===== config.mk =====
export PLATFORM = sky130hd
export DESIGN_NAME = iir_biquad_cascade
export DESIGN_NICKNAME = d
export VERILOG_FILES = /design/src/rtl/iir_biquad_cascade.sv
export SDC_FILE = /design/constraint.sdc
export NUM_CORES = 2
export LEC_CHECK = 0
export BUFFER_PORTS_ARGS = -buffer_cell sky130_fd_sc_hd__buf_2
export CAP_MARGIN = 25
export CORE_MARGIN = 2
export CORE_UTILIZATION = 65
export CTS_BUF_LIST = sky130_fd_sc_hd__clkbuf_8
export DETAILED_ROUTE_END_ITERATION = 10
export PLACE_DENSITY = 0.79
export REMOVE_ABC_BUFFERS = 1
export SLEW_MARGIN = 15
export SYNTH_ARGS = -nofsm -noshare
export SYNTH_HDL_FRONTEND = slang
export SYNTH_SLANG_ARGS = --single-unit

===== constraint.sdc =====
create_clock -name clk -period 15.8 [get_ports clk]
set_clock_uncertainty 0.05 [all_clocks]
set_input_delay 2.37 -clock clk [delete_from_list [all_inputs] [get_ports clk]]
set_output_delay 2.37 -clock clk [all_outputs]
set_load 0.05 [all_outputs]

===== src/rtl/iir_biquad_cascade.sv =====
// iir_biquad_cascade
//   Cascade of N_STAGES Direct-Form-I biquads sharing one time-multiplexed
//   multiplier. Each stage takes five MAC cycles and one write-back cycle.
//   Stage outputs are rounded and saturated. Coefficients can be written
//   while idle, and bypass can be selected per sample.
//
// Ports
//   clk, rst          clock, asynchronous active-low reset
//   i_valid/i_ready   input sample handshake
//   i_sample          signed input sample (FXP_SIZE)
//   i_bypass          latched at accept; output = input, history frozen
//   i_clear           flush all x/y history (honoured in IDLE only)
//   coef_we/addr/wdata  coefficient write, addr = stage*5 + {b0,b1,b2,a1,a2}
//   coef_err          one-cycle pulse for a rejected write
//   o_valid           one-cycle output strobe (DONE)
//   o_sample, o_sat   filtered sample and any-stage-saturated flag
//
// state | meaning
// ------+-------------------------------------------------
// IDLE  | ready for a sample; coefficient writes accepted
// MAC   | one tap product per cycle, taps 0..4
// WB    | round/saturate, shift history, next stage or DONE
// DONE  | o_valid strobe, return to IDLE
module iir_biquad_cascade #(
    parameter int FXP_SIZE  = 16,
    parameter int FXP_FRAC  = 12,
    parameter int COEF_SIZE = 18,
    parameter int COEF_FRAC = 14,
    parameter int N_STAGES  = 2
) (
    input  logic                              clk,
    input  logic                              rst,
    input  logic                              i_valid,
    output logic                              i_ready,
    input  logic signed [FXP_SIZE-1:0]        i_sample,
    input  logic                              i_bypass,
    input  logic                              i_clear,
    input  logic                              coef_we,
    input  logic [$clog2(5*N_STAGES)-1:0]     coef_addr,
    input  logic signed [COEF_SIZE-1:0]       coef_wdata,
    output logic                              coef_err,
    output logic                              o_valid,
    output logic signed [FXP_SIZE-1:0]        o_sample,
    output logic                              o_sat
);
    localparam int ADDR_W = $clog2(5*N_STAGES);
    localparam int STG_W  = (N_STAGES > 1) ? $clog2(N_STAGES) : 1;
    localparam int PROD_W = FXP_SIZE + COEF_SIZE;
    localparam int ACC_W  = PROD_W + 3;
    localparam int N_COEF = 5 * N_STAGES;

    localparam logic signed [COEF_SIZE-1:0] COEF_ONE = COEF_SIZE'(64'sd1 <<< COEF_FRAC);
    localparam logic signed [ACC_W-1:0]     RND      = ACC_W'(64'sd1 <<< (COEF_FRAC-1));
    localparam logic signed [ACC_W-1:0]     SAT_MAX  = ACC_W'((64'sd1 <<< (FXP_SIZE-1)) - 64'sd1);
    localparam logic signed [ACC_W-1:0]     SAT_MIN  = ~SAT_MAX;

    // Fractional bits must fit inside the sample word.
    if (FXP_FRAC >= FXP_SIZE) begin : g_bad_frac
        $error("FXP_FRAC must be smaller than FXP_SIZE");
    end

    typedef enum logic [1:0] {S_IDLE, S_MAC, S_WB, S_DONE} state_t;

    state_t state_q, state_d;
    logic [STG_W-1:0]               stage_q, stage_d;
    logic [2:0]                     tap_q, tap_d;
    logic signed [ACC_W-1:0]        acc_q, acc_d;
    logic signed [FXP_SIZE-1:0]     x_in_q, x_in_d;
    logic signed [FXP_SIZE-1:0]     sample_q, sample_d;
    logic                           bypass_q, bypass_d;
    logic                           sat_any_q, sat_any_d;
    logic signed [COEF_SIZE-1:0]    coef_q [N_COEF];
    logic signed [COEF_SIZE-1:0]    coef_d [N_COEF];
    logic signed [FXP_SIZE-1:0]     x1_q [N_STAGES], x1_d [N_STAGES];
    logic signed [FXP_SIZE-1:0]     x2_q [N_STAGES], x2_d [N_STAGES];
    logic signed [FXP_SIZE-1:0]     y1_q [N_STAGES], y1_d [N_STAGES];
    logic signed [FXP_SIZE-1:0]     y2_q [N_STAGES], y2_d [N_STAGES];
    logic signed [FXP_SIZE-1:0]     o_sample_q, o_sample_d;
    logic                           o_sat_q, o_sat_d;
    logic                           coef_err_q, coef_err_d;

    logic [ADDR_W-1:0]              coef_idx;
    logic signed [COEF_SIZE-1:0]    coef_sel;
    logic signed [FXP_SIZE-1:0]     op_sel;
    logic signed [PROD_W-1:0]       prod;
    logic signed [ACC_W-1:0]        prod_ext;
    logic signed [ACC_W-1:0]        acc_rnd;
    logic signed [ACC_W-1:0]        r_full;
    logic                           r_ovf;
    logic signed [FXP_SIZE-1:0]     r_sat;
    logic                           last_stage;
    logic                           addr_ok;

    // Shared multiplier: operand and coefficient selected by (stage, tap).
    always_comb begin
        coef_idx = ADDR_W'(stage_q * 5 + tap_q);
        coef_sel = coef_q[coef_idx];
        case (tap_q)
            3'd0:    op_sel = x_in_q;
            3'd1:    op_sel = x1_q[stage_q];
            3'd2:    op_sel = x2_q[stage_q];
            3'd3:    op_sel = y1_q[stage_q];
            default: op_sel = y2_q[stage_q];
        endcase
        prod     = PROD_W'(op_sel) * PROD_W'(coef_sel);
        prod_ext = {{3{prod[PROD_W-1]}}, prod};
        acc_rnd  = acc_q + RND;
        r_full   = acc_rnd >>> COEF_FRAC;
        r_ovf    = (r_full > SAT_MAX) || (r_full < SAT_MIN);
        if (r_ovf) begin
            r_sat = r_full[ACC_W-1] ? SAT_MIN[FXP_SIZE-1:0] : SAT_MAX[FXP_SIZE-1:0];
        end else begin
            r_sat = r_full[FXP_SIZE-1:0];
        end
        last_stage = (stage_q == STG_W'(N_STAGES-1));
        addr_ok    = (32'(coef_addr) < N_COEF);
    end

    // State register
    always_ff @(posedge clk or negedge rst) begin
        if (!rst) state_q <= S_IDLE;
        else      state_q <= state_d;
    end

    // Next state
    always_comb begin
        state_d = state_q;
        case (state_q)
            S_IDLE:  if (i_valid) state_d = S_MAC;
            S_MAC:   if (tap_q == 3'd4) state_d = S_WB;
            S_WB:    state_d = last_stage ? S_DONE : S_MAC;
            default: state_d = S_IDLE;
        endcase
    end

    // FSM outputs
    always_comb begin
        i_ready = (state_q == S_IDLE);
        o_valid = (state_q == S_DONE);
    end

    // Datapath next values
    always_comb begin
        stage_d    = stage_q;
        tap_d      = tap_q;
        acc_d      = acc_q;
        x_in_d     = x_in_q;
        sample_d   = sample_q;
        bypass_d   = bypass_q;
        sat_any_d  = sat_any_q;
        coef_d     = coef_q;
        x1_d       = x1_q;
        x2_d       = x2_q;
        y1_d       = y1_q;
        y2_d       = y2_q;
        o_sample_d = o_sample_q;
        o_sat_d    = o_sat_q;
        coef_err_d = 1'b0;
        case (state_q)
            S_IDLE: begin
                // Write lands at the accept edge, so a simultaneous sample uses it.
                if (coef_we) begin
                    if (addr_ok) coef_d[coef_addr] = coef_wdata;
                    else         coef_err_d = 1'b1;
                end
                if (i_clear) begin
                    for (int s = 0; s < N_STAGES; s++) begin
                        x1_d[s] = '0;
                        x2_d[s] = '0;
                        y1_d[s] = '0;
                        y2_d[s] = '0;
                    end
                end
                if (i_valid) begin
                    sample_d  = i_sample;
                    x_in_d    = i_sample;
                    bypass_d  = i_bypass;
                    stage_d   = '0;
                    tap_d     = '0;
                    sat_any_d = 1'b0;
                end
            end
            S_MAC: begin
                coef_err_d = coef_we;
                if (tap_q == 3'd0)      acc_d = prod_ext;
                else if (tap_q >= 3'd3) acc_d = acc_q - prod_ext;
                else                    acc_d = acc_q + prod_ext;
                tap_d = tap_q + 3'd1;
            end
            S_WB: begin
                coef_err_d = coef_we;
                if (!bypass_q) begin
                    x2_d[stage_q] = x1_q[stage_q];
                    x1_d[stage_q] = x_in_q;
                    y2_d[stage_q] = y1_q[stage_q];
                    y1_d[stage_q] = r_sat;
                end
                sat_any_d = sat_any_q | r_ovf;
                x_in_d    = r_sat;
                tap_d     = '0;
                if (last_stage) begin
                    o_sample_d = bypass_q ? sample_q : r_sat;
                    o_sat_d    = bypass_q ? 1'b0 : (sat_any_q | r_ovf);
                end else begin
                    stage_d = stage_q + 1'b1;
                end
            end
            default: begin
                coef_err_d = coef_we;
            end
        endcase
    end

    always_ff @(posedge clk or negedge rst) begin
        if (!rst) begin
            stage_q    <= '0;
            tap_q      <= '0;
            acc_q      <= '0;
            x_in_q     <= '0;
            sample_q   <= '0;
            bypass_q   <= 1'b0;
            sat_any_q  <= 1'b0;
            o_sample_q <= '0;
            o_sat_q    <= 1'b0;
            coef_err_q <= 1'b0;
            for (int i = 0; i < N_COEF; i++) begin
                coef_q[i] <= ((i % 5) == 0) ? COEF_ONE : '0;
            end
            for (int s = 0; s < N_STAGES; s++) begin
                x1_q[s] <= '0;
                x2_q[s] <= '0;
                y1_q[s] <= '0;
                y2_q[s] <= '0;
            end
        end else begin
            stage_q    <= stage_d;
            tap_q      <= tap_d;
            acc_q      <= acc_d;
            x_in_q     <= x_in_d;
            sample_q   <= sample_d;
            bypass_q   <= bypass_d;
            sat_any_q  <= sat_any_d;
            o_sample_q <= o_sample_d;
            o_sat_q    <= o_sat_d;
            coef_err_q <= coef_err_d;
            coef_q     <= coef_d;
            x1_q       <= x1_d;
            x2_q       <= x2_d;
            y1_q       <= y1_d;
            y2_q       <= y2_d;
        end
    end

    assign o_sample = o_sample_q;
    assign o_sat    = o_sat_q;
    assign coef_err = coef_err_q;

endmodule


==> reports/results.tsv <==
stage	metric	value	unit
grt	antenna violations before repair	0	
sta	worst slew pin tran	1060	ps
logic_synthesis	cell area after synthesis	0.0323	mm²
logic_synthesis	Synth Area in Compound Gates	13.6	%
run	max_cap viols	0	
setup_path	worst r2r src	last_stage	
route	Pre-Repair DR Iteration Count	5	
die	core area	0.0490	mm²
logic_synthesis	Synth Area in Adders	23.1	%
die	Starting Density	66.0	%
grt	largest net degree at the start of global routing	124	
sta	final setup fails	0	
logic_synthesis	Post-Synth XOR/XNOR Area	2.92	%
logic_synthesis	top-count cell post-synth	dfrtp_1	
logic_synthesis	post-synthesis mux area share	11.7	%
grt	Total GRT Usage	35.4	%
layout	area delta synth->final	8.27	%
logic_synthesis	count of cell types in the netlist	85	
route	Via density	6.43	
setup_path	r2r setup slk	2570	ps
die	IO Pins	64	
setup_path	critical path required time	16280	ps
sta	Final Hold Slack	422	ps
die	DIE HEIGHT	227	µm
grt	GRT overflow	0	
route	Wirelength per Cell	22.4	µm
setup_path	critical-path cell with the highest stage delay	ha_4	
setup_path	r2r worst-path depth	41	
clock_tree	CTS tree	yes	
logic_synthesis	commonest cells in the netlist	dfrtp_1 (401), inv_1 (359), fa_1 (291), nand2_1 (254), nor2_1 (242)	
outcome	status	complete, no violations	
setup_path	crit-path most repeated cell	inv_1	
setup_path	CP Capture Type	flop	
logic_synthesis	Post-synth top flop	dfrtp_1	
logic_synthesis	Synth area leader	dfrtp_1	
logic_synthesis	largest family of logic cells by synthesized area	adder cells	
sta	Final period util	83.7	%
setup_path	crit path max fanout	30	
logic_synthesis	Synth Register Bits	403	
clock_tree	worst skew pair latency	690	ps
logic_synthesis	Mean Syn Cell Area	10.2	µm²
logic_synthesis	main area contributors after synthesis	dfrtp_1 (31%), fa_1 (18%), mux2_2 (7.1%), ha_1 (5.1%), inv_1 (4.2%)	
setup_path	Crit. Startpoint	last_stage	
placement	RePlAce Congestion	0.935	
setup_path	WS Path Type	flop to flop	
setup_path	Critical Path Max Stage Delay	740	ps
logic_synthesis	Seq/Total Area, Yosys	31.2	%
placement	Post-DP HPWL	63400	µm
clock_tree	H-tree levels	3	
setup_path	Worst R2R End	acc_q[36]	
clock_tree	CTS sink cnt	403	
sta	setup TNS	0	ps
placement	I/O Buffers	63	
route	starting DRC count in detailed routing	2317	
route	Total Wirelength	87700	µm
sta	Max Slew Vio Count	0	
logic_synthesis	Synth warnings	0	
min_path	worst min path class	flop to flop	
setup_path	CP endpoint	acc_q[36]	
layout	layout cells sized above 1	16.4	%
setup_path	Worst EP arrival	13710	ps
clock_tree	Max Buffers Root-to-Sink	3	
grt	first-pass GRT wire length	141000	µm
logic_synthesis	Post-synth EDFFs	0	
sta	RSZ-0062 raised after global routing	no	
route	DRT antenna net count	0	
sta	Fin. Hold Viols	0	
clock_tree	# hold bufs at CTS	0	
setup_path	Worst Setup Start Kind	flop	
route	Vias	25200	
die	FP Rows	81	
clock_tree	CTS buffer count	71	
route	DRC	0	
clock_tree	Resized cells post-CTS	0	
clock_tree	CTS Root Cell	clkbuf_8	
clock_tree	# Post-CTS Setup Buffers	0	
logic_synthesis	Synth top area share	31.1	%
sta	FMAX	75.6	MHz
die	Die Span X	227	µm
sta	fin crit period	13230	ps
clock_tree	Clock transition at path regs	60	ps
logic_synthesis	post-synthesis cell count	3170	
layout	Layout Nets	3665	
die	die area	0.0515	mm²
grt	vias in the first global route	26900	
logic_synthesis	ys async rst share	100	%
logic_synthesis	post-synthesis simple-gate area fraction	11.3	%
sta	headroom to the max-slew limit	29.2	%
## registers in the layout, indices dropped and copies added (netlist names)
name / cells
state_q: 2
y2_q: 32
o_sat: 1
last_stage: 1
x1_q: 32
x2_q: 32
coef_err: 1
coef_q: 180
o_sample: 16
bypass_q: 1
tap_q: 3
acc_q: 37
sat_any_q: 1
y1_q: 32
x_in_q: 16
sample_q: 16
## per-layer routing
metal	wire length (µm)	GRT usage, %
met1	33300	44.5
met5	0	0
met2	42600	58.8
met3	7080	6.96
met4	4660	18.3
## critical path: cells and delay by family, from the launching register on
kind	cells	cell delay [ps]
AOI/OAI and AO/OA	15	4100
xor gates and xnor gates	1	160
adders and majority gates	9	4150
buffers and inverters	7	920
DFF	1	640
muxes	2	740
and+or+nand+nor	7	2260
## metrics by stage
| step | cell area, µm² | std cells | util (%) | setup slack (ps) |
|---|---|---|---|---|
| 2_1_floorplan | 31700 | 3002 | - | 2270 |
| 3_3_place_gp | 33300 | 3782 | 68.1 | 2920 |
| 3_5_place_dp | 33400 | 3786 | 68.2 | 2800 |
| 4_1_cts | 34900 | 3913 | 71.3 | 2650 |
| 5_1_grt | 35000 | 3916 | 71.4 | 1770 |
| 6_report | 35000 | 3917 | 71.5 | 2570 |
## cells in the final DEF (no fill, tap or decap), types with 66 or more instances in the layout
cell,synthesis,final
ha_1,132,131
mux2i_1,68,68
inv_1,359,376
a21oi_1,107,106
nand2_1,254,254
clkbuf_8,0,94
nor2_1,242,238
o21ai_0,136,136
a22o_1,100,100
dfrtp_1,401,400
xnor2_1,66,66
fa_1,291,291
mux2_2,203,203
## cells by family (layout without fill, tap and decap cells)
logic type | count (synthesis) | after routing
buffers and inverters | 528 | 610
xor gates and xnor gates | 107 | 107
DFF | 403 | 403
muxes | 307 | 307
adders and majority gates | 423 | 423
AOI/OAI and AO/OA | 630 | 630
other | 0 | 1
and+or+nand+nor | 772 | 772
## how the worst min path moves through the flow
| stage | startpoint | endpoint | depth (start not counted) |
|---|---|---|---|
| CTS | o_sat | o_sat | 1 |
| global placement | o_sample[12] | o_sample[12] | 2 |
| global route | o_sat | o_sat | 1 |
| floorplan | acc_q[10] | acc_q[10] | 2 |
| detailed placement | o_sat | o_sat | 1 |
| finish | o_sample[15] | o_sample[15] | 2 |
## cell type report
type / count / area (µm²)
sequential: 403 / 10100
antenna: 1 / 2.50
tap: 664 / 831
multi-input combinational: 2239 / 20300
clock inverter: 33 / 228
fill: 3495 / 14000
clock buffer: 94 / 1290
inverter: 360 / 1350
timing repair buffer: 123 / 851
Power is left out: the tool's default activity adds up to more than one toggle a clock period on the data nets, which glitch-free logic cannot reach.
